## src/rtl/sonic_ring_ctrl.sv

```systemverilog
// Occupancy and flow controller for one circular buffer; grants per-entry consumes and back-pressures burst deposits.
// Optional statistics counters are built when SONIC_RING_STATS_EN is defined.
module sonic_ring_ctrl #(
  parameter int DEPTH = 15872,
  parameter int AW    = 14,
  parameter int CW    = 15,
  parameter int MAXB  = 512,
  parameter int LO_WM = 512
) (
  input  logic          clk_in,
  input  logic          reset,
  input  logic          enable,
  input  logic          flush,
  input  logic          prod_valid,
  input  logic [9:0]    prod_count,
  output logic          prod_ready,
  input  logic          cons_req,
  output logic          cons_ena,
  output logic [AW-1:0] wr_ptr,
  output logic [AW-1:0] rd_ptr,
  output logic [CW-1:0] occupancy,
  output logic          empty,
  output logic          full,
  output logic [1:0]    state,
  output logic          underrun,
  output logic          proto_err,
  output logic [31:0]   underrun_cnt,
  output logic [31:0]   grant_cnt
);

  localparam logic [1:0] S_IDLE = 2'd0;
  localparam logic [1:0] S_FILL = 2'd1;
  localparam logic [1:0] S_RUN  = 2'd2;

  // Modulo-DEPTH pointer advance; n never exceeds MAXB so one subtraction suffices.
  function automatic logic [AW-1:0] wrap_add(input logic [AW-1:0] p, input logic [9:0] n);
    logic [AW:0] s;
    s = {1'b0, p} + (AW+1)'(n);
    if (s >= (AW+1)'(DEPTH))
      s = s - (AW+1)'(DEPTH);
    return AW'(s);
  endfunction

  logic          offer_take;
  logic          count_bad;
  logic          accepted;
  logic          run_underrun;
  logic [CW:0]   occ_sum;
  logic [1:0]    state_nxt;

  assign empty      = (occupancy == '0);
  assign full       = (occupancy == CW'(DEPTH));
  assign prod_ready = (occupancy <= CW'(DEPTH - MAXB)) && (state != S_IDLE) && !flush;
  assign cons_ena   = cons_req && (state == S_RUN) && !empty && !flush;

  assign offer_take   = prod_valid && prod_ready;
  assign count_bad    = (prod_count > 10'(MAXB));
  assign accepted     = offer_take && !count_bad && (prod_count != 10'd0);
  assign run_underrun = enable && (state == S_RUN) && cons_req && empty;

  assign occ_sum = {1'b0, occupancy}
                 + (accepted ? (CW+1)'(prod_count) : '0)
                 - (CW+1)'(cons_ena);

  always_comb begin
    state_nxt = state;
    if (!enable)
      state_nxt = S_IDLE;
    else begin
      case (state)
        S_IDLE:  state_nxt = S_FILL;
        S_FILL:  if ((occupancy >= CW'(LO_WM)) || full) state_nxt = S_RUN;
        S_RUN:   if (run_underrun) state_nxt = S_FILL;
        default: state_nxt = S_IDLE;
      endcase
    end
  end

  always_ff @(posedge clk_in) begin
    if (reset || flush) begin
      wr_ptr    <= '0;
      rd_ptr    <= '0;
      occupancy <= '0;
      state     <= S_IDLE;
      underrun  <= 1'b0;
      proto_err <= 1'b0;
    end else begin
      if (accepted)
        wr_ptr <= wrap_add(wr_ptr, prod_count);
      if (cons_ena)
        rd_ptr <= wrap_add(rd_ptr, 10'd1);
      // Top bit only sets on a wrap below zero, which the grant qualifier rules out.
      if (!occ_sum[CW])
        occupancy <= CW'(occ_sum);
      if (offer_take && count_bad)
        proto_err <= 1'b1;
      if (run_underrun)
        underrun <= 1'b1;
      state <= state_nxt;
    end
  end

`ifdef SONIC_RING_STATS_EN
  function automatic logic [31:0] sat_inc(input logic [31:0] v);
    return (v == 32'hFFFF_FFFF) ? v : v + 32'd1;
  endfunction

  logic [31:0] grant_q;
  logic [31:0] urun_q;

  always_ff @(posedge clk_in) begin
    if (reset || flush) begin
      grant_q <= '0;
      urun_q  <= '0;
    end else begin
      if (cons_ena)
        grant_q <= sat_inc(grant_q);
      if (run_underrun)
        urun_q <= sat_inc(urun_q);
    end
  end

  assign grant_cnt    = grant_q;
  assign underrun_cnt = urun_q;
`else
  assign grant_cnt    = '0;
  assign underrun_cnt = '0;
`endif

endmodule

```

## config.mk

```make
export PLATFORM = sky130hd
export DESIGN_NAME = sonic_ring_ctrl
export DESIGN_NICKNAME = d
export VERILOG_FILES = /design/src/rtl/sonic_ring_ctrl.sv
export SDC_FILE = /design/constraint.sdc
export NUM_CORES = 1
export LEC_CHECK = 0
export CORE_ASPECT_RATIO = 2
export CORE_MARGIN = 3
export CORE_UTILIZATION = 40
export DETAILED_ROUTE_END_ITERATION = 16
export PLACE_DENSITY = 0.65
export SLEW_MARGIN = 25
export SYNTH_ARGS = -nofsm -noshare
export SYNTH_HDL_FRONTEND = slang
export SYNTH_SLANG_ARGS = --single-unit
```

## constraint.sdc

```tcl
create_clock -name clk_in -period 5.65 [get_ports clk_in]
set_input_delay 1.13 -clock clk_in [delete_from_list [all_inputs] [get_ports clk_in]]
set_output_delay 1.13 -clock clk_in [all_outputs]
set_load 0.02 [all_outputs]
```

==> impl_metrics.ini, run 1 <==
[grt]
gr-usage-met3 = 0.0219
antenna_found_initial = 0
gr-usage-met2 = 0.376
grt_max_degree = 40
gr-usage-all-layers = 0.189
busiest_layer = met2
grt_pass1_vias = 4535
grt_pass1_wl_um = 21300
overflow = 0
grt_use_met1 = 0.181

[logic_synthesis]
synth_edf_count = 0
ys_ff_latch = 47
yosys_warnings = 0
synth_async_sr_flop_share = 0
synth_top_flop_cell = dfxtp_1
netlist_area_um2 = 4810
yosysUniqueCellTypes = 77
ys_seq_area_frac = 0.195
avgSynthCellArea_um2 = 7.60
syn_inst = 633

[critical_path]
critPathSlowestCell = clkdlybuf4s50_1
cp-start-kind = primary input
critPathMaxStageDelay_ns = 0.48
cp.arrival_ns = 5.25
crit_family = simple AND/OR/NAND/NOR gates
path_max_fanout = 5
critPathCaptureType = flop
r2r_slack_ns = 0.90
path_class = in -> reg
cp.required_ns = 5.84
cp_cell_sequence = clkdlybuf4s50_1 -> nor3_1 -> nand3_1 -> xor2_1 -> and3_1 -> buf_4 -> nand2_1 -> ha_1 -> inv_1 -> ha_1 -> inv_1 -> fa_1 -> nor2b_1 -> o31a_1 -> o211ai_1 -> a21oi_1 -> or4b_1 -> nand3b_1 -> maj3_1 -> and3_1
crit_buf_inv = 4

[floorplanning]
fp.dieH_um = 161
num_io_pins = 131
core_um2 = 11800
die-area_um2 = 13500
die_w_um = 83.6
rows = 56
start_util = 0.409

[routing]
wl_um = 12800
drtIter0Drc = 224
num_vias = 4603
firstDrtPassIters = 4
viasPerCell = 5.46
wl_per_cell_um = 15.2
ant_nets = 0
route.detailed.drc = 0

[run]
drv_cap = 0

[clock_tree]
clkTransAtPathRegs_ns = 0.07
clk_latency_ns = 0.29
cts_sinks = 47
cts_buffer_depth = 2
ctsResizeCount = 0
cts_max_level = 2
ctsRootBufferMaster = clkbuf_16
cts_tree = yes
cts_buffers = 5

[min_path]
worstHoldPathType = reg -> reg

[status]
status = completed

[sta]
fmax_ghz = 0.197
period_share = 0.897
rsz0062_at_grt = no
drv_slew = 0
slew_headroom = 0.377
finClkSkew_ns = 0.00537
min_period_ns = 5.07
worstMarginPinSlew_ns = 0.934
hold_viol_final = 0
setup_viol = 0
tns_ns = 0

[cells_and_area]
area_growth_pct = 16.4
insertedDiodeCount = 0
final_cells = 843
fin_nets = 762
drive_gt1_frac = 0.0645

[power]
power_density_nw_per_um2 = 543
p_leak_nw = 2.28
ir_drop_mv = 0.520
power_mw = 3.04

[place]
gp_congestion = 0.901
dpl.cell_count = 831
port_buffers = 66
hpwl_um = 10300
==> cell type report <==
type / instances / area [um^2]
clock inverters: 2 / 38.8
flip-flops and latches: 47 / 941
clock buffers: 6 / 139
fillers: 1185 / 6170
multi-input cells: 503 / 3310
repair buffers: 81 / 773
inverters: 59 / 221
well taps: 145 / 181
==> power breakdown <==
group	switching (mW)	total, mW	internal [mW]
logic	1.23	2.25	1.02
registers	0.0580	0.436	0.378
clock network	0.139	0.362	0.223
==> what timing repair did <==
item                                   CTS  global route
setup endpoints to repair                0             8
endpoints found under the hold margin    0             0
hold buffers                             0             0
setup buffers                            0             4
==> flip-flops by register name, summed over array words and instances, names as in the netlist <==
name and cells:
underrun 1, state 2, occupancy 15, rd_ptr 14, wr_ptr 14, proto_err 1
==> layout by cell type, fill, tap and decap left out, types with 4 or more instances in the layout <==
cell	count
a2111oi_0	4
a211oi_1	8
a21o_1	4
a21oi_1	31
a31oi_1	8
and2_1	6
and3_1	11
buf_4	15
clkbuf_16	5
clkdlybuf4s50_1	66
conb_1	64
dfxtp_1	47
ha_1	47
inv_1	59
nand2_1	48
nand2b_1	4
nand3_1	23
nand4_1	14
nor2_1	52
nor2b_1	6
nor3_1	8
nor4_1	7
o211ai_1	5
o21a_1	7
o21ai_0	24
o21ai_1	7
o31a_1	4
o31ai_1	10
or3_1	7
xnor2_1	19
xor2_1	12
==> cell families (layout without fill, tap and decap cells) <==
group | after synthesis | count (layout) | synth area share
buf+inv | 146 | 148 | 0.167
mux | 2 | 2 | 0.00416
fa+ha+maj | 50 | 50 | 0.133
xor+xnor | 34 | 34 | 0.0665
simple gates | 207 | 207 | 0.219
other cells | 1 | 64 | 0.000779
flops | 47 | 47 | 0.195
compound gates | 146 | 146 | 0.215
==> synth_stat cells, types with 5 or more instances <==
| library cell | instances | share of area |
|---|---|---|
| buf_4 | 64 | 0.10 |
| inv_1 | 59 | 0.046 |
| nor2_1 | 53 | 0.041 |
| nand2_1 | 48 | 0.037 |
| dfxtp_1 | 47 | 0.20 |
| ha_1 | 47 | 0.12 |
| a21oi_1 | 31 | 0.032 |
| o21ai_0 | 24 | 0.025 |
| nand3_1 | 23 | 0.024 |
| xnor2_1 | 19 | 0.035 |
| clkbuf_1 | 15 | 0.012 |
| nand4_1 | 14 | 0.018 |
| xor2_1 | 12 | 0.022 |
| and3_1 | 11 | 0.014 |
| o31ai_1 | 10 | 0.016 |
| a211oi_1 | 8 | 0.012 |
| a31oi_1 | 8 | 0.010 |
| nor3_1 | 8 | 0.0083 |
| nor4_1 | 7 | 0.0091 |
| o21a_1 | 7 | 0.011 |
| o21ai_1 | 7 | 0.0073 |
| or3_1 | 7 | 0.0091 |
| and2_1 | 6 | 0.0078 |
| nor2b_1 | 6 | 0.0078 |
| buf_2 | 5 | 0.0052 |
| o211ai_1 | 5 | 0.0078 |
==> final timing paths <==
| kind | from | end | cells past startpoint |
|---|---|---|---|
| worst min register to register | wr_ptr[0]$_SDFFE_PP0N_ | wr_ptr[0]$_SDFFE_PP0N_ | 2 |
| worst max-delay path | prod_count[1] | occupancy[14]$_SDFFE_PP0N_ | 20 |
| worst min-delay path | wr_ptr[0]$_SDFFE_PP0N_ | wr_ptr[0]$_SDFFE_PP0N_ | 2 |
| worst max register to register | occupancy[1]$_SDFFE_PP0N_ | occupancy[14]$_SDFFE_PP0N_ | 20 |
==> metal layers <==
metal / wire length (um) / vias to the layer above / part of all wire
met5: 0 / - / 0
li1: - / 2240 / -
met1: 4460 / 2174 / 0.35
met2: 7250 / 159 / 0.56
met4: 530 / 0 / 0.041
met3: 604 / 30 / 0.047
==> stage by stage <==
| step | util | area, um^2 | hold slack [ns] | setup WS, ns |
|---|---|---|---|---|
| finish | 0.476 | 5600 | 0.484 | 0.584 |
| global placement | 0.458 | 5400 | 0.459 | 0.123 |
| CTS | 0.474 | 5570 | 0.489 | 0.319 |
| global route | 0.476 | 5600 | 0.514 | 0.188 |
| detailed placement | 0.458 | 5400 | 0.475 | 0.0258 |
| floorplan | - | 5050 | 0.550 | 0.761 |
==> worst reg2reg max path, delay by kind of cell, from the launching register on <==
kind                     cells  cell delay (ns)
flip-flops                   1             0.35
AO/OA/AOI/OAI                4             0.80
adder cells (fa/ha/maj)      4             1.24
buffers and inverters        3             0.27
AND/OR/NAND/NOR              9             2.00
Note: power is estimated with default switching activity, not from simulation.
==> run 2: changes to the inputs <==
Settings changed: SETUP_SLACK_MARGIN set to 0.2.
==> impl_metrics.ini, run 2 (synthesized netlist as in run 1, its figures left out) <==
[cells_and_area]
largest_reg_flops = 15
regMostFlops = occupancy
area_growth_pct = 16.5
insertedDiodeCount = 0
final_util = 0.476
top_regs = occupancy x15, rd_ptr x14, wr_ptr x14
drive_gt1_frac = 0.0659
final_cells = 843
final_common_cell = clkdlybuf4s50_1
fin_nets = 762
layout_common_cells = 66 x clkdlybuf4s50_1, 64 x conb_1, 59 x inv_1
postLayoutCellArea_um2 = 5610

[clock_tree]
clkTransAtPathRegs_ns = 0.07
ctsRootBufferMaster = clkbuf_16
clk_latency_ns = 0.29
cts_buffers = 5
cts_tree = yes
cts_sinks = 47
cts_buffer_depth = 2
cts_max_level = 2

[routing]
wl_per_cell_um = 15.2
num_vias = 4624
route.detailed.drc = 0
ant_nets = 0
firstDrtPassIters = 4
wl_um = 12800
drtIter0Drc = 249
viasPerCell = 5.49

[sta]
slew_headroom = 0.387
tns_ns = 0
setup_viol = 0
worstMarginPinSlew_ns = 0.918
hold_viol_final = 0
fmax_ghz = 0.199
rsz0062_at_grt = no
drv_slew = 0
min_period_ns = 5.03
finClkSkew_ns = 0.00446
period_share = 0.891
hold-worst-slack_ns = 0.484

[critical_path]
r2r_slack_ns = 0.93
path_max_fanout = 5
rr_worst_depth = 20
cp-start-kind = primary input
cp.required_ns = 5.84
rr_endpoint = occupancy[14]$_SDFFE_PP0N_
critPathCaptureType = flop
r2r_start = occupancy[1]$_SDFFE_PP0N_
cp.arrival_ns = 5.22
path_class = in -> reg

[place]
port_buffers = 66
hpwl_um = 10300
gp_congestion = 0.901
dpl.cell_count = 831
place_area_um2 = 5400

[min_path]
min_path_cells = 2
worstHoldPathType = reg -> reg
hold_start = wr_ptr[0]$_SDFFE_PP0N_
min_to = wr_ptr[0]$_SDFFE_PP0N_

[floorplanning]
fp.dieH_um = 161
die_w_um = 83.6
core_um2 = 11800
start_util = 0.409
die-area_um2 = 13500
num_io_pins = 131
rows = 56

[grt]
grt_max_degree = 40
grt_pass1_vias = 4535
gr-usage-all-layers = 0.189
overflow = 0
antenna_found_initial = 0
grt_pass1_wl_um = 21300

[power]
p_leak_nw = 2.28
ir_drop_mv = 0.522
power_density_nw_per_um2 = 543

[status]
status = completed

[run]
drv_cap = 0
[run 2: cell counts in the layout (fill, tap and decap cells not counted)]
Identical to the previous run, type by type.
[run 2: stage by stage]
stage	power, mW	worst slack [ns]
global route	3.30	0.244
global placement	2.48	0.123
detailed placement	2.51	0.0258
finish	3.05	0.615
floorplan	1.99	0.761
CTS	2.89	0.319
[run 2: layer usage]
layer	GRT usage	vias up	part of all wire
met1	0.181	2174	0.35
met5	0	-	0
li1	-	2243	-
met4	0.108	0	0.047
met2	0.376	172	0.55
met3	0.0219	35	0.049
[run 2: worst max-delay path, stage by stage]
cell and delay [ns]:
clkdlybuf4s50_1 0.48, nor3_1 0.28, nand3_1 0.15, xor2_1 0.19, and3_2 0.26, buf_4 0.12, nand2_1 0.05, ha_1 0.27
inv_1 0.06, ha_1 0.21, inv_1 0.07, fa_1 0.40, nor2b_1 0.18, o31a_1 0.19, o211ai_1 0.12, a21oi_1 0.22
or4b_1 0.20, nand3b_1 0.10, maj3_1 0.36, and3_1 0.18
[run 2: worst max path at each step]
stage,slack [ns],from,end
6_report,0.62,prod_count[1],occupancy[14]$_SDFFE_PP0N_
5_1_grt,0.24,prod_count[4],occupancy[14]$_SDFFE_PP0N_
4_1_cts,0.32,prod_count[1],occupancy[6]$_SDFFE_PP0N_
3_5_place_dp,0.03,prod_count[1],occupancy[6]$_SDFFE_PP0N_
3_3_place_gp,0.12,prod_count[1],occupancy[6]$_SDFFE_PP0N_
2_1_floorplan,0.76,flush,occupancy[14]$_SDFFE_PP0N_
[run 2: what timing repair did]
item / in CTS / in global routing
hold buffers: 0 / 0
setup endpoints to repair: 0 / 15
gates resized for setup: 0 / 1
endpoints found under the hold margin: 0 / 0
buffers inserted: 0 / 4
[run 2: final cells by class]
cell class                 instances  area (um^2)
clock buffer                       6          139
clock inverter                     2         38.8
fill                            1188         6170
inverter                          59          221
multi-input combinational        503         3310
sequential                        47          941
tap                              145          181
timing repair buffer              81          773
[run 2: power breakdown]
group	internal (mW)	switching [mW]
Combinational	1.02	1.23
Sequential	0.378	0.0582
Clock	0.223	0.138
